### src/rtl/muldiv_seq_pkg.sv
// Shared definitions for the MULTU/DIVU sequencer: ALU opcodes,
// mult/div selector encoding and sequencer state encoding.
package muldiv_seq_pkg;

  localparam logic [3:0] ALU_NOP  = 4'h0;
  localparam logic [3:0] ALU_ADD  = 4'h1;
  localparam logic [3:0] ALU_SUB  = 4'h2;
  localparam logic [3:0] ALU_AND  = 4'h3;
  localparam logic [3:0] ALU_OR   = 4'h4;
  localparam logic [3:0] ALU_XOR  = 4'h5;
  localparam logic [3:0] ALU_NOR  = 4'h6;
  localparam logic [3:0] ALU_SLT  = 4'h7;
  localparam logic [3:0] ALU_SLTU = 4'h8;
  localparam logic [3:0] ALU_SLL  = 4'h9;
  localparam logic [3:0] ALU_SRL  = 4'hA;
  localparam logic [3:0] ALU_SRA  = 4'hB;
  localparam logic [3:0] ALU_LUI  = 4'hC;

  localparam logic MD_MULTU = 1'b0;
  localparam logic MD_DIVU  = 1'b1;

  typedef enum logic [1:0] {
    ST_IDLE = 2'd0,
    ST_RUN  = 2'd1,
    ST_FIN  = 2'd2
  } md_state_e;

endpackage

### src/rtl/muldiv_seq_flags.sv
// Recovers the carry-out of an add and the borrow-out of a subtract from
// the operand and result MSBs, since the shared ALU exports neither.
module md_flags (
  input  logic a_msb,
  input  logic b_msb,
  input  logic r_msb,
  output logic carry,
  output logic borrow
);

  assign carry  = (a_msb & b_msb) | ((a_msb | b_msb) & ~r_msb);
  assign borrow = (~a_msb & b_msb) | ((~a_msb | b_msb) & r_msb);

endmodule

### src/rtl/muldiv_seq.sv
// Multi-cycle MULTU/DIVU sequencer sharing the EX-stage ALU: passes EX
// requests through when idle, runs a 32-step shift-add / restoring divide when busy.
module muldiv_seq
  import muldiv_seq_pkg::*;
#(
  parameter int WIDTH = 32,
  parameter int CNT_W = 5
) (
  input  logic             clk,
  input  logic             rst_n,
  input  logic             start,
  input  logic             md_op,
  input  logic [WIDTH-1:0] rs_val,
  input  logic [WIDTH-1:0] rt_val,
  input  logic             flush,
  input  logic [3:0]       ex_alu_op,
  input  logic [WIDTH-1:0] ex_op_1,
  input  logic [WIDTH-1:0] ex_op_2,
  input  logic [WIDTH-1:0] alu_result,
  output logic [3:0]       alu_op,
  output logic [WIDTH-1:0] alu_op_1,
  output logic [WIDTH-1:0] alu_op_2,
  output logic [WIDTH-1:0] hi,
  output logic [WIDTH-1:0] lo,
  output logic             busy,
  output logic             done,
  output logic             dz
);

  md_state_e        state_reg, state_next;
  logic [CNT_W-1:0] count_reg, count_next;
  logic             op_reg, op_next;
  logic [WIDTH-1:0] opnd_reg, opnd_next;
  logic [WIDTH-1:0] hi_reg, hi_next;
  logic [WIDTH-1:0] lo_reg, lo_next;
  logic             dz_reg, dz_next;

  logic [WIDTH-1:0] div_sh;
  logic             div_m;
  logic             div_q;
  logic             carry;
  logic             borrow;

  // Divide step works on the 33-bit partial remainder {hi, lo[MSB]};
  // the bit shifted out of hi forces a quotient 1 regardless of the borrow.
  assign div_sh = {hi_reg[WIDTH-2:0], lo_reg[WIDTH-1]};
  assign div_m  = hi_reg[WIDTH-1];
  assign div_q  = div_m | ~borrow;

  md_flags u_flags (
    .a_msb  (alu_op_1[WIDTH-1]),
    .b_msb  (alu_op_2[WIDTH-1]),
    .r_msb  (alu_result[WIDTH-1]),
    .carry  (carry),
    .borrow (borrow)
  );

  assign busy = (state_reg == ST_RUN);
  assign done = (state_reg == ST_FIN);
  assign hi   = hi_reg;
  assign lo   = lo_reg;
  assign dz   = dz_reg;

  always_comb begin
    alu_op   = ex_alu_op;
    alu_op_1 = ex_op_1;
    alu_op_2 = ex_op_2;
    if (busy) begin
      if (op_reg == MD_DIVU) begin
        alu_op   = ALU_SUB;
        alu_op_1 = div_sh;
        alu_op_2 = opnd_reg;
      end else begin
        alu_op   = ALU_ADD;
        alu_op_1 = hi_reg;
        alu_op_2 = lo_reg[0] ? opnd_reg : '0;
      end
    end
  end

  always_comb begin
    state_next = state_reg;
    count_next = count_reg;
    op_next    = op_reg;
    opnd_next  = opnd_reg;
    hi_next    = hi_reg;
    lo_next    = lo_reg;
    dz_next    = dz_reg;

    unique case (state_reg)
      ST_IDLE: begin
        if (start) begin
          state_next = ST_RUN;
          op_next    = md_op;
          opnd_next  = md_op ? rt_val : rs_val;
          hi_next    = '0;
          lo_next    = md_op ? rs_val : rt_val;
          count_next = '0;
          dz_next    = md_op & (rt_val == '0);
        end
      end
      ST_RUN: begin
        if (op_reg == MD_DIVU) begin
          hi_next = div_q ? alu_result : div_sh;
          lo_next = {lo_reg[WIDTH-2:0], div_q};
        end else begin
          {hi_next, lo_next} = {carry, alu_result, lo_reg[WIDTH-1:1]};
        end
        if (count_reg == CNT_W'(WIDTH - 1)) begin
          state_next = ST_FIN;
        end else begin
          count_next = count_reg + 1'b1;
        end
      end
      ST_FIN: begin
        state_next = ST_IDLE;
      end
      default: begin
        state_next = ST_IDLE;
      end
    endcase

    // Abort freezes all datapath state; only the FSM returns to idle.
    if (flush) begin
      state_next = ST_IDLE;
      count_next = count_reg;
      op_next    = op_reg;
      opnd_next  = opnd_reg;
      hi_next    = hi_reg;
      lo_next    = lo_reg;
      dz_next    = dz_reg;
    end
  end

  always_ff @(posedge clk or negedge rst_n) begin
    if (!rst_n) begin
      state_reg <= ST_IDLE;
      count_reg <= '0;
      op_reg    <= MD_MULTU;
      opnd_reg  <= '0;
      hi_reg    <= '0;
      lo_reg    <= '0;
      dz_reg    <= 1'b0;
    end else begin
      state_reg <= state_next;
      count_reg <= count_next;
      op_reg    <= op_next;
      opnd_reg  <= opnd_next;
      hi_reg    <= hi_next;
      lo_reg    <= lo_next;
      dz_reg    <= dz_next;
    end
  end

endmodule

### config.mk
export PLATFORM = sky130hd
export DESIGN_NAME = muldiv_seq
export DESIGN_NICKNAME = d
export VERILOG_FILES = /design/src/rtl/muldiv_seq_pkg.sv /design/src/rtl/muldiv_seq_flags.sv /design/src/rtl/muldiv_seq.sv
export SDC_FILE = /design/constraint.sdc
export NUM_CORES = 1
export LEC_CHECK = 0
export CORE_ASPECT_RATIO = 1.5
export CORE_MARGIN = 3
export CORE_UTILIZATION = 43
export DETAILED_ROUTE_END_ITERATION = 8
export HOLD_SLACK_MARGIN = 0.08
export PLACE_DENSITY = 0.91
export SLEW_MARGIN = 20
export SYNTH_ARGS = -nofsm -noshare
export SYNTH_HDL_FRONTEND = slang
export SYNTH_SLANG_ARGS = --single-unit
export TNS_END_PERCENT = 100
### constraint.sdc
create_clock -name clk -period 2.56 [get_ports clk]
set_input_delay 0.512 -clock clk [delete_from_list [all_inputs] [get_ports clk]]
set_output_delay 0.512 -clock clk [all_outputs]
set_load 0.02 [all_outputs]
-- Word level (Yosys, flattened, before mapping)
Cells that the tools add are included.
Widths: inputs -> output; s select.
- output and inout port bits: 135
- register bits after elaboration: 105
- memories: 0
- logic and storage cells: 59
- latch bits: 0
- memory bits (writable): 0
- bits in read-only memories: 0
- multipliers: 0
- reductions and logical operators: 7
- bitwise gates (word level): 14
- equality and inequality tests: 7
- order comparisons: 0
- div/mod/pow operators: 0
- shifts and indexed selects: 0
- $add $sub $neg: 1
- mux-type cells: 23
- operator list (operator ; number):
    $mux 32 ; 12
    $pmux 32 s2 ; 2
    $logic_not 32->1 ; 1
    $mux 5 ; 2
    $pmux 5 s2 ; 1
    $mux 2 ; 4
    $reduce_and 3->1 ; 2
    $add 5x1->5 const B ; 1
    $and 1x1->1 ; 5
    $eq 5x5->1 const B ; 1
    $or 1x1->1 ; 5
    $mux 4 ; 1
    $ne 2x2->1 const B ; 2
    $not 1->1 ; 4
    $pmux 2 s2 ; 1
    $reduce_and 4->1 ; 1
    $ne 3x2->1 const B ; 1
    $ne 3x3->1 const B ; 1
    $eq 2x1->1 const B ; 1
    $eq 2x2->1 const B ; 1
    $logic_not 2->1 ; 1
    $reduce_and 2->1 ; 1
    $reduce_bool 2->1 ; 1

-- Logic depth before layout (Yosys ltp)
- depth after elaboration: 11
- depth in mapped cells: 10

-- By module
Synthesis repeated with hierarchy kept, for this count alone.
- cell total of the unflattened synthesis: 779
- area total of the unflattened synthesis: 6892.9 um2
- modules (own cells, without submodules) (module ; sequential area each (um2) ; area each (um2) ; cells an instance ; instances):
    muldiv_seq ; 2627.5 ; 6862.8 ; 775 ; 1
    md_flags ; 0.0 ; 30.0 ; 4 ; 1

-- Worst setup path before layout
Ideal clock, no wire load.
- path kind: reg2out
- start: reg op_reg
- end: out alu_op_1[10]
- path buffers: 4
- required time: 2.048 ns
- data arrival time: 1.990 ns
- path slack: 0.058 ns
- cell stages (with the launch flop): 7
- path through: dfrtp_1 > buf_2 > buf_2 > buf_2 > buf_1 > mux2i_1 > o21ai_0
- word-level cells in the longest chain between the ends: 2
- ends and longest elaborated chain (element ; RTL line ; RTL):
    start: declaration ; muldiv_seq.sv:32 ; logic op_reg, op_next;
    start signal: assignment ; muldiv_seq.sv:147 ; op_reg <= op_next;
    $mux 32 ; muldiv_seq.sv:69 ; if (op_reg == MD_DIVU) begin
    $mux 32 ; muldiv_seq.sv:68 ; if (busy) begin
    end: declaration ; muldiv_seq.sv:21 ; output logic [WIDTH-1:0] alu_op_1,
Every way passes these cells.

-- Final worst setup path
- start: reg state_reg[1]
- end: out alu_op_1[0]
- word-level cells in the longest chain between the ends: 2
- ends and longest elaborated chain (element ; RTL line ; RTL):
    start: declaration ; muldiv_seq.sv:30 ; md_state_e state_reg, state_next;
    start signal: assignment ; muldiv_seq.sv:145 ; state_reg <= state_next;
    $eq 2x1->1 ; muldiv_seq.sv:58 ; assign busy = (state_reg == ST_RUN);
    $mux 32 ; muldiv_seq.sv:68 ;
Every way passes these cells.

==> out/results.ini <==
[run_status]
outcome=finished clean

[routing]
wl_met2_um=12500
met1_length_um=8680
drt-initial-drc-count=363
ant_nets=0
vias=7269
drt_wl_total_um=23900
wl_per_cell_um=18.7
dr.pass1.iters=4
wl_met3_um=1900
dr.max_layer_used=met4
drc_errors=0
via_per_inst=5.70

[cts]
numClockSinks=105
clock_path_buffers=2
numCtsBuffers=9
cts_hold_buf=0
insertion_delay_ns=0.35
path_clk_slew_ns=0.08
postCtsSetupRepairBufs=0
tritoncts=built
h-tree-depth=3
clockRootBuffer=clkbuf_16

[timing]
skew_ns=0.0111
max_freq_mhz=409
relSlewSlack_pct=53.3
period_share_pct=95.6
hold_viol=0
tightest_slew_ns=0.696
setup_viol=0
period_minus_slack_ns=2.45
rsz0062_at_grt=false
finalSetupTns_ns=0
drv_slew=0

[floorplanning]
io_pins=304
dieArea_sq_um=17700
initial_core_util_pct=44.2
rows=56
core_area_sq_um=15700
fp.dieW_um=110
die_y_um=162

[setup_path]
cp_max_fo=37
cp_top_family=buffers and inverters
max_stage_delay_ns=0.38
worstPathRequired_ns=2.05
crit_path_end_kind=output port
cpMaxStageDelayCell=dfrtp_1
arrival_ns=1.94
path_class=reg2out
start_kind=flop
cp_cell_sequence=nand2b_4, bufbuf_16, o21ai_0, dlygate4sd2_1
critPathBufInv=2

[synth]
syn_inst=794
synthTopCellsByArea=dfrtp_1 38%, mux2i_1 14%, nand2_1 10%
synth_area_sq_um=6930
synth.ff_latch_count=105
synthFlopType=dfrtp_1
avgSynthCellArea_sq_um=8.73
synth_warnings=0
synth_cell_types=49
synth_edf_count=0
yosysTopAreaCellShare_pct=37.9
ys_async_sr_fraction_pct=100
synth_nets=965
synth_seq_area_share_pct=37.9
synth_top_cell_by_area=dfrtp_1

[place]
place_hpwl_um=18000
placed_cells=1258
io_buffers=303
place.gp.congestion=0.883
postPlaceCellArea_sq_um=10300

[finish]
area_growth_pct=53.6
multi_input_area_sq_um=4000
layout.nets=1239
final_cells=1276
drive_gt1_share_pct=9.04
regArea_sq_um=2630
finish.instance_area_sq_um=10700
utilization_pct=67.9
antenna_cells=0
nFillCells=1213

[power]
switching_share_pct=36.3
p_switching_mw=2.35
seqPwrFrac_pct=35.8
power.density_nw_per_um2=606
design_power_total_mw=6.46
power_frac_comb_pct=41.9
p_leak_nw=4.93
p_int_mw=4.11
peakVddDrop_uv=344
clockPowerShare_pct=22.2

[global_routing]
globalRouteTotalUtil_pct=26.7
overflow=0
grt_pass1_wl_um=37400
grt_antenna_before_repair=0
grt_pass1_vias=7341
grt_max_degree=46

[worst_hold_path]
min-delay-path-class=in2async

[job]
drv_cap=0

## cell families after synthesis
| family | synth area share [%] |
|---|---|
| compound gates | 23.0 |
| flops | 37.9 |
| xor+xnor | 0.126 |
| fa+ha+maj | 0.668 |
| mux | 19.6 |
| buf+inv | 5.13 |
| simple gates | 13.6 |
## path summary, 6_finish.rpt
check / from / endpoint / slack [ns] / depth (start not counted)
max in group asynchronous: rst_n / hi[14] / 1.65 / 2
hold / removal: rst_n / opnd_reg[12] / 0.16 / 1
min in group clk: opnd_reg[11] / opnd_reg[11] / 0.50 / 2
hold reg to reg: opnd_reg[11] / opnd_reg[11] / 0.50 / 2
setup / recovery: state_reg[1] / alu_op_1[0] / 0.11 / 4
setup reg to reg: state_reg[1] / hi[24] / 0.26 / 8
## power by group through the flow
stage	Combinational, mW	Sequential, mW	Clock (mW)
2_1_floorplan	1.22	2.49	0
3_3_place_gp	2.71	2.33	0
3_5_place_dp	2.77	2.34	0
4_1_cts	2.73	2.31	1.46
5_1_grt	2.92	2.36	1.52
6_report	2.71	2.31	1.44
## what timing repair did
item,4_1_cts,5_1_grt
pin swaps,0,0
resized for setup,56,13
setup endpoints to repair,61,13
cloned,2,0
## cell usage after synthesis (all sizes together), types with 2 or more instances
cell	number
nand3	4
mux2i	99
buf	25
nor2b	2
dfrtp	105
nand4	3
inv	9
nor4	6
ha	2
and2	3
nand2b	2
mux2	31
clkbuf	47
nor3	6
a22oi	30
a22o	31
a221o	30
a21oi	5
maj3	2
a211o	2
nor2	7
o21ai	134
nand2	192
## placed cells by master (no fill, tap or decap), types with 2 or more instances in the layout
master             n
nor2_1             6
o21ai_0          134
mux2_2            30
bufbuf_16          2
mux2i_1           98
nor3_2             2
nand3_1            4
clkbuf_16          9
buf_12             9
ha_1               2
clkinv_2           2
a22o_1            31
nor2b_1            2
a221o_1           30
nand4_1            3
and2_1             2
dlymetal6s2s_1    13
clkinvlp_4         2
nor4_1             6
dlygate4sd2_1     53
dfrtp_1          103
buf_4             21
inv_1              7
nand2_1          191
a211o_1            2
clkdlybuf4s50_1  235
a22oi_1           30
nor3_1             4
a21oi_1            5
## per-layer routing
metal  track usage, %  vias to the layer above
met1             29.8                     3465
met2             47.9                      316
met4             10.9                        0
li1                 -                     3436
met5                0                        -
met3             6.16                       52
## stage by stage
step                hold slack [ns]  setup slack (ns)
floorplan                     0.216            0.0576
global placement              0.466            -0.129
detailed placement            0.474            -0.140
CTS                           0.177          0.000262
global route                  0.208            0.0230
finish                        0.163             0.113
## layout make-up
| cell class | instances | area share [%] |
|---|---|---|
| clock buffers | 10 | 2.24 |
| clock inverters | 6 | 0.623 |
| inverters | 9 | 0.341 |
| multi-input cells | 608 | 37.6 |
| flip-flops and latches | 105 | 24.7 |
| well taps | 203 | 2.38 |
| repair buffers | 335 | 32.1 |
No activity file was read; power rests on OpenSTA's default activity.
